$ cat src/rtl/wisc_pkg.sv
// rtl/wisc_pkg.sv - shared opcode constants and issue-stage state encoding
package wisc_pkg;

    localparam logic [3:0] OP_ADD    = 4'h0;
    localparam logic [3:0] OP_SUB    = 4'h1;
    localparam logic [3:0] OP_XOR    = 4'h2;
    localparam logic [3:0] OP_RED    = 4'h3;
    localparam logic [3:0] OP_SLL    = 4'h4;
    localparam logic [3:0] OP_SRA    = 4'h5;
    localparam logic [3:0] OP_ROR    = 4'h6;
    localparam logic [3:0] OP_PADDSB = 4'h7;
    localparam logic [3:0] OP_LW     = 4'h8;
    localparam logic [3:0] OP_SW     = 4'h9;
    localparam logic [3:0] OP_LLB    = 4'hA;
    localparam logic [3:0] OP_LHB    = 4'hB;
    localparam logic [3:0] OP_B      = 4'hC;
    localparam logic [3:0] OP_BR     = 4'hD;
    localparam logic [3:0] OP_PCS    = 4'hE;
    localparam logic [3:0] OP_HLT    = 4'hF;

    typedef enum logic [1:0] {
        ST_RUN       = 2'd0,
        ST_HALT_PEND = 2'd1,
        ST_HALTED    = 2'd2
    } issue_state_e;

endpackage

$ cat src/rtl/imm_gen.sv
// rtl/imm_gen.sv - immediate forms derived from the low instruction bits
module imm_gen #(
    parameter int DW = 16
) (
    input  logic [8:0]    imm_field,
    output logic [DW-1:0] imm4,
    output logic [DW-1:0] offset,
    output logic [DW-1:0] imm8,
    output logic [DW-1:0] imm9
);

    // Shift amount, halfword memory offset, byte immediate, halfword branch offset.
    assign imm4   = {{(DW-4){1'b0}}, imm_field[3:0]};
    assign offset = {{(DW-5){imm_field[3]}}, imm_field[3:0], 1'b0};
    assign imm8   = {{(DW-8){1'b0}}, imm_field[7:0]};
    assign imm9   = {{(DW-10){imm_field[8]}}, imm_field[8:0], 1'b0};

endmodule

$ cat src/rtl/alu_issue.sv
// rtl/alu_issue.sv - decode/issue stage with output register and halt sequencing
module alu_issue
    import wisc_pkg::*;
#(
    parameter int DW = 16,
    parameter int RW = 4
) (
    input  logic          clk,
    input  logic          rst_n,
    input  logic [15:0]   instr,
    input  logic          instr_valid,
    output logic          instr_ready,
    output logic [RW-1:0] ra_addr,
    output logic [RW-1:0] rb_addr,
    input  logic [DW-1:0] ra_data,
    input  logic [DW-1:0] rb_data,
    input  logic          flush,
    output logic          ex_valid,
    input  logic          ex_ready,
    output logic [DW-1:0] ALU_In1,
    output logic [DW-1:0] ALU_In2,
    output logic [3:0]    Opcode,
    output logic [2:0]    cond,
    output logic [DW-1:0] store_data,
    output logic [RW-1:0] wr_reg,
    output logic          wr_en,
    output logic          mem_rd,
    output logic          mem_wr,
    output logic          halted
);

    issue_state_e state;

    logic [3:0]    op;
    logic [RW-1:0] rd, rs, rt;
    logic [DW-1:0] imm4, offset, imm8, imm9;
    logic [DW-1:0] d_in1, d_in2, d_store;
    logic          d_wr_en, d_mem_rd, d_mem_wr;
    logic          accept;

    assign op = instr[15:12];
    assign rd = instr[11:8];
    assign rs = instr[7:4];
    assign rt = instr[3:0];

    // LLB/LHB modify rd in place, SW reads its data register from rd.
    assign ra_addr = (op == OP_LLB || op == OP_LHB) ? rd : rs;
    assign rb_addr = (op == OP_SW) ? rd : rt;

    assign instr_ready = (state == ST_RUN) && !flush && (!ex_valid || ex_ready);
    assign accept      = instr_valid && instr_ready;
    assign halted      = (state == ST_HALTED);

    imm_gen #(.DW(DW)) u_imm_gen (
        .imm_field (instr[8:0]),
        .imm4      (imm4),
        .offset    (offset),
        .imm8      (imm8),
        .imm9      (imm9)
    );

    // Form the ALU operands and side-effect strobes for the offered instruction.
    always_comb begin
        d_in1    = ra_data;
        d_in2    = '0;
        d_store  = '0;
        d_wr_en  = 1'b0;
        d_mem_rd = 1'b0;
        d_mem_wr = 1'b0;
        case (op)
            OP_ADD, OP_SUB, OP_XOR, OP_RED, OP_PADDSB: begin
                d_in2   = rb_data;
                d_wr_en = 1'b1;
            end
            OP_SLL, OP_SRA, OP_ROR: begin
                d_in2   = imm4;
                d_wr_en = 1'b1;
            end
            OP_LW: begin
                d_in2    = offset;
                d_mem_rd = 1'b1;
                d_wr_en  = 1'b1;
            end
            OP_SW: begin
                d_in2    = offset;
                d_mem_wr = 1'b1;
                d_store  = rb_data;
            end
            OP_LLB, OP_LHB: begin
                d_in2   = imm8;
                d_wr_en = 1'b1;
            end
            OP_B: begin
                d_in1 = '0;
                d_in2 = imm9;
            end
            OP_BR: begin
                d_in2 = '0;
            end
            OP_PCS: begin
                d_in1   = '0;
                d_wr_en = 1'b1;
            end
            default: begin
                d_in1 = '0;
            end
        endcase
    end

    // Halt sequencing: HLT waits in the output register until execute takes it.
    always_ff @(posedge clk or negedge rst_n) begin
        if (!rst_n) begin
            state <= ST_RUN;
        end else begin
            case (state)
                ST_RUN: begin
                    if (accept && op == OP_HLT) state <= ST_HALT_PEND;
                end
                ST_HALT_PEND: begin
                    if (flush)                     state <= ST_RUN;
                    else if (ex_valid && ex_ready) state <= ST_HALTED;
                end
                default: state <= ST_HALTED;
            endcase
        end
    end

    // Slot occupancy: flush kills it, accept fills it, consume empties it.
    always_ff @(posedge clk or negedge rst_n) begin
        if (!rst_n) begin
            ex_valid <= 1'b0;
        end else if (flush && state != ST_HALTED) begin
            ex_valid <= 1'b0;
        end else if (accept) begin
            ex_valid <= 1'b1;
        end else if (ex_ready) begin
            ex_valid <= 1'b0;
        end
    end

    // Payload only changes on accept, so it holds steady under backpressure.
    always_ff @(posedge clk or negedge rst_n) begin
        if (!rst_n) begin
            ALU_In1    <= '0;
            ALU_In2    <= '0;
            Opcode     <= '0;
            cond       <= '0;
            store_data <= '0;
            wr_reg     <= '0;
            wr_en      <= 1'b0;
            mem_rd     <= 1'b0;
            mem_wr     <= 1'b0;
        end else if (accept) begin
            ALU_In1    <= d_in1;
            ALU_In2    <= d_in2;
            Opcode     <= op;
            cond       <= instr[11:9];
            store_data <= d_store;
            wr_reg     <= rd;
            wr_en      <= d_wr_en;
            mem_rd     <= d_mem_rd;
            mem_wr     <= d_mem_wr;
        end
    end

endmodule

$ cat config.mk
export PLATFORM = sky130hd
export DESIGN_NAME = alu_issue
export DESIGN_NICKNAME = d
export VERILOG_FILES = /design/src/rtl/wisc_pkg.sv /design/src/rtl/imm_gen.sv /design/src/rtl/alu_issue.sv
export SDC_FILE = /design/constraint.sdc
export NUM_CORES = 1
export LEC_CHECK = 0
export CORE_ASPECT_RATIO = 1.5
export CORE_MARGIN = 8
export CORE_UTILIZATION = 43
export DETAILED_ROUTE_END_ITERATION = 10
export PLACE_DENSITY = 0.81
export RECOVER_POWER = 100
export SETUP_SLACK_MARGIN = 0.5
export SYNTH_ARGS = -nofsm -noshare
export SYNTH_HDL_FRONTEND = slang
export SYNTH_SLANG_ARGS = --single-unit
$ cat constraint.sdc
create_clock -name clk -period 1.7 [get_ports clk]
set_input_delay 0.255 -clock clk [delete_from_list [all_inputs] [get_ports clk]]
set_output_delay 0.255 -clock clk [all_outputs]
set_load 0.02 [all_outputs]
==> impl_metrics.toml <==
[floorplanning]
die_x_um = 84.2
die_h_um = 118
coreArea_sq_mm = 0.00681
start_util_pct = 44.1
row_count = 37
ios = 126
dieArea_sq_mm = 0.00996

[cells_and_area]
antenna_cells = 0
fin_nets = 521
syn2layout_area_growth_pct = 51.1
finish.instance_area_sq_mm = 0.00453
final_cell_count_no_fill = 551
top_regs = "ALU_In1 x16, ALU_In2 x16, store_data x16"
final_util_pct = 66.6
drive_above_1_share_pct = 21.4

[power_and_ir_drop]
leakagePower_nw = 2.06
p_per_area_mw_per_mm2 = 949
total_power_w = 0.00430
vdd_drop_max_mv = 0.620

[setup_path]
reg2reg_to = "ALU_In2[8]"
worstSetupEndpointType = "flip-flop"
worstPathRequired_ns = 1.93
rr_startpoint = "ex_valid"
r2r_slack_ns = 0.08
startpoint = "ex_valid"
cp-endpoint = "ALU_In2[8]"
start_kind = "flip-flop"
critPathArrivalTime_ns = 1.86
r2r_cells = 7
critPathKind = "reg2reg"
crit_fanout = 5

[yosys]
yosysTopAreaCellShare_pct = 51.7
yosysUniqueCellTypes = 41
ys_seq_elements = 62
synth_top_area_cell = "dfrtp_1"
avgSynthCellArea_sq_um = 9.71
synth-main-ff-cell = "dfrtp_1"
syn_inst = 309
synth_area_leaders = "dfrtp_1 (52%), nand2_1 (11%), o21ai_1 (6.0%)"
yosysWarningCount = 0
synth_area_sq_mm = 0.00300
syn-num-nets = 362
ys_async_sr_fraction_pct = 100
synth_edf_count = 0
ys_seq_area_share_pct = 51.7

[sta]
rsz0062_at_grt = "true"
hold_slack_ns = 0.309
relSlewSlack_pct = 43.6
period_share_pct = 95.5
finalSetupViolCount = 0
fin_skew_ns = 0.00959
tightest_slew_ns = 0.846
min_period_ns = 1.62
max_freq_ghz = 0.616
hold_viol_final = 0
drv_slew = 0

[grt]
grt_use_total_pct = 19.6
grt_pass1_vias = 3062
grt.overflow.total = 0
grt_max_degree = 63
antenna_found_initial = 0
grt_pass1_wl_um = 15800

[route]
drt-initial-drc-count = 198
firstDrtPassIters = 7
via_per_inst = 5.34
wl_per_cell_um = 18.4
wirelength_um = 10100
ant_nets = 0
route.detailed.drc = 0
vias = 2943

[clock_network]
cts_tree = "done"
htree_levels = 3
clk_pin_slew_ns = 0.07
worstSkewPairLatency_ns = 0.34
cts.sinks = 62
cts_root_buf = "clkbuf_8"
clock_path_buffers = 2
cts_inserted_buffers = 9

[flow_run]
cap_violations = 0

[run_status]
status = "completed"

[worst_hold_path]
hp-class = "in2reg"

[placement]
dp.cells = 519
dp_hpwl_um = 6890
place_area_sq_mm = 0.00452
io_buffers = 125
globalplace.congestion = 0.756
[where the power goes]
part	internal (W)	switching (W)
logic	0.000466	0.000672
registers	0.00164	0.0000980
clock network	0.000862	0.000560
[synthesized netlist by cell type (2+ instances only)]
master	instances
nand2_1	87
a222oi_1	3
nand2b_1	4
nor3_1	2
buf_6	3
mux2_4	8
o2bb2ai_1	2
inv_1	3
dfrtp_1	62
nor2b_1	3
mux2_1	3
a211oi_1	3
nor3b_1	2
buf_4	6
mux2_2	6
clkbuf_1	8
nand3b_1	6
o21ai_1	36
nor2_1	4
buf_2	8
nand4bb_1	2
o21ai_0	16
a21oi_1	14
[final cells by class]
| type | count | area, sq um |
|---|---|---|
| fill | 586 | 2270 |
| inverter | 3 | 11.3 |
| sequential | 62 | 1550 |
| tap | 78 | 97.6 |
| timing repair buffer | 173 | 1320 |
| clock buffer | 12 | 145 |
| clock inverter | 4 | 70.1 |
| multi-input combinational | 219 | 1340 |
[routing by layer]
metal  up-vias  part of all wire (%)  wire (um)  track usage [%]
met5         -                     0          0                0
met4         0                   4.4        442             9.44
met3        32                   5.4        548             5.22
met2       124                    54       5490             34.7
met1      1403                    36       3640             20.6
li1       1384                     -          -                -
[worst min path at each step]
stage | cells after the start | start | to
5_1_grt | 3 | instr[13] | mem_rd
6_report | 3 | instr[13] | mem_rd
2_1_floorplan | 0 | rst_n | ALU_In1[0]
3_5_place_dp | 2 | rst_n | ALU_In2[15]
3_3_place_gp | 2 | rst_n | ALU_In2[11]
4_1_cts | 3 | instr[13] | mem_rd
[metrics by stage]
| stage | setup slack (ns) | TNS (ns) |
|---|---|---|
| 6_report | 0.0761 | 0 |
| 5_1_grt | 0.0402 | 0 |
| 4_1_cts | 0.239 | 0 |
| 3_5_place_dp | -0.570 | -14.02 |
| 3_3_place_gp | -0.544 | -11.53 |
| 2_1_floorplan | 0.348 | 0 |
[cells in the final DEF (no fill, tap or decap), types with 6 or more instances in the layout]
cell type and n:
nand2_1 87, o21ai_1 32, mux2_4 16, o21ai_0 19
clkbuf_8 10, clkdlybuf4s50_1 37, dfrtp_1 61, buf_6 12
clkbuf_1 71, a21oi_1 14, nand3b_1 6, dlygate4sd2_1 10
buf_4 30
[worst max-delay path, stage by stage (launching register included)]
cell	delay, ns
dfrtp_1	0.40
nand2b_2	0.09
buf_6	0.13
nand4b_4	0.13
clkbuf_1	0.12
clkbuf_1	0.32
nand2_1	0.16
o21ai_1	0.16
[cell families after synthesis]
| kind of cell | count (synthesis) | share of synthesized area (%) |
|---|---|---|
| mux | 17 | 7.38 |
| buf+inv | 28 | 5.34 |
| compound gates | 84 | 16.6 |
| simple gates | 118 | 18.9 |
| flops | 62 | 51.7 |
[repair_timing]
item,4_1_cts,5_1_grt
setup buffers,1,6
hold buffers,1,0
endpoints found under the hold margin,62,0
pin swaps,2,2
gates resized for setup,347,13
endpoints found under the setup margin,134,72
cloned,4,4
Power figures use the tool's default switching activity.
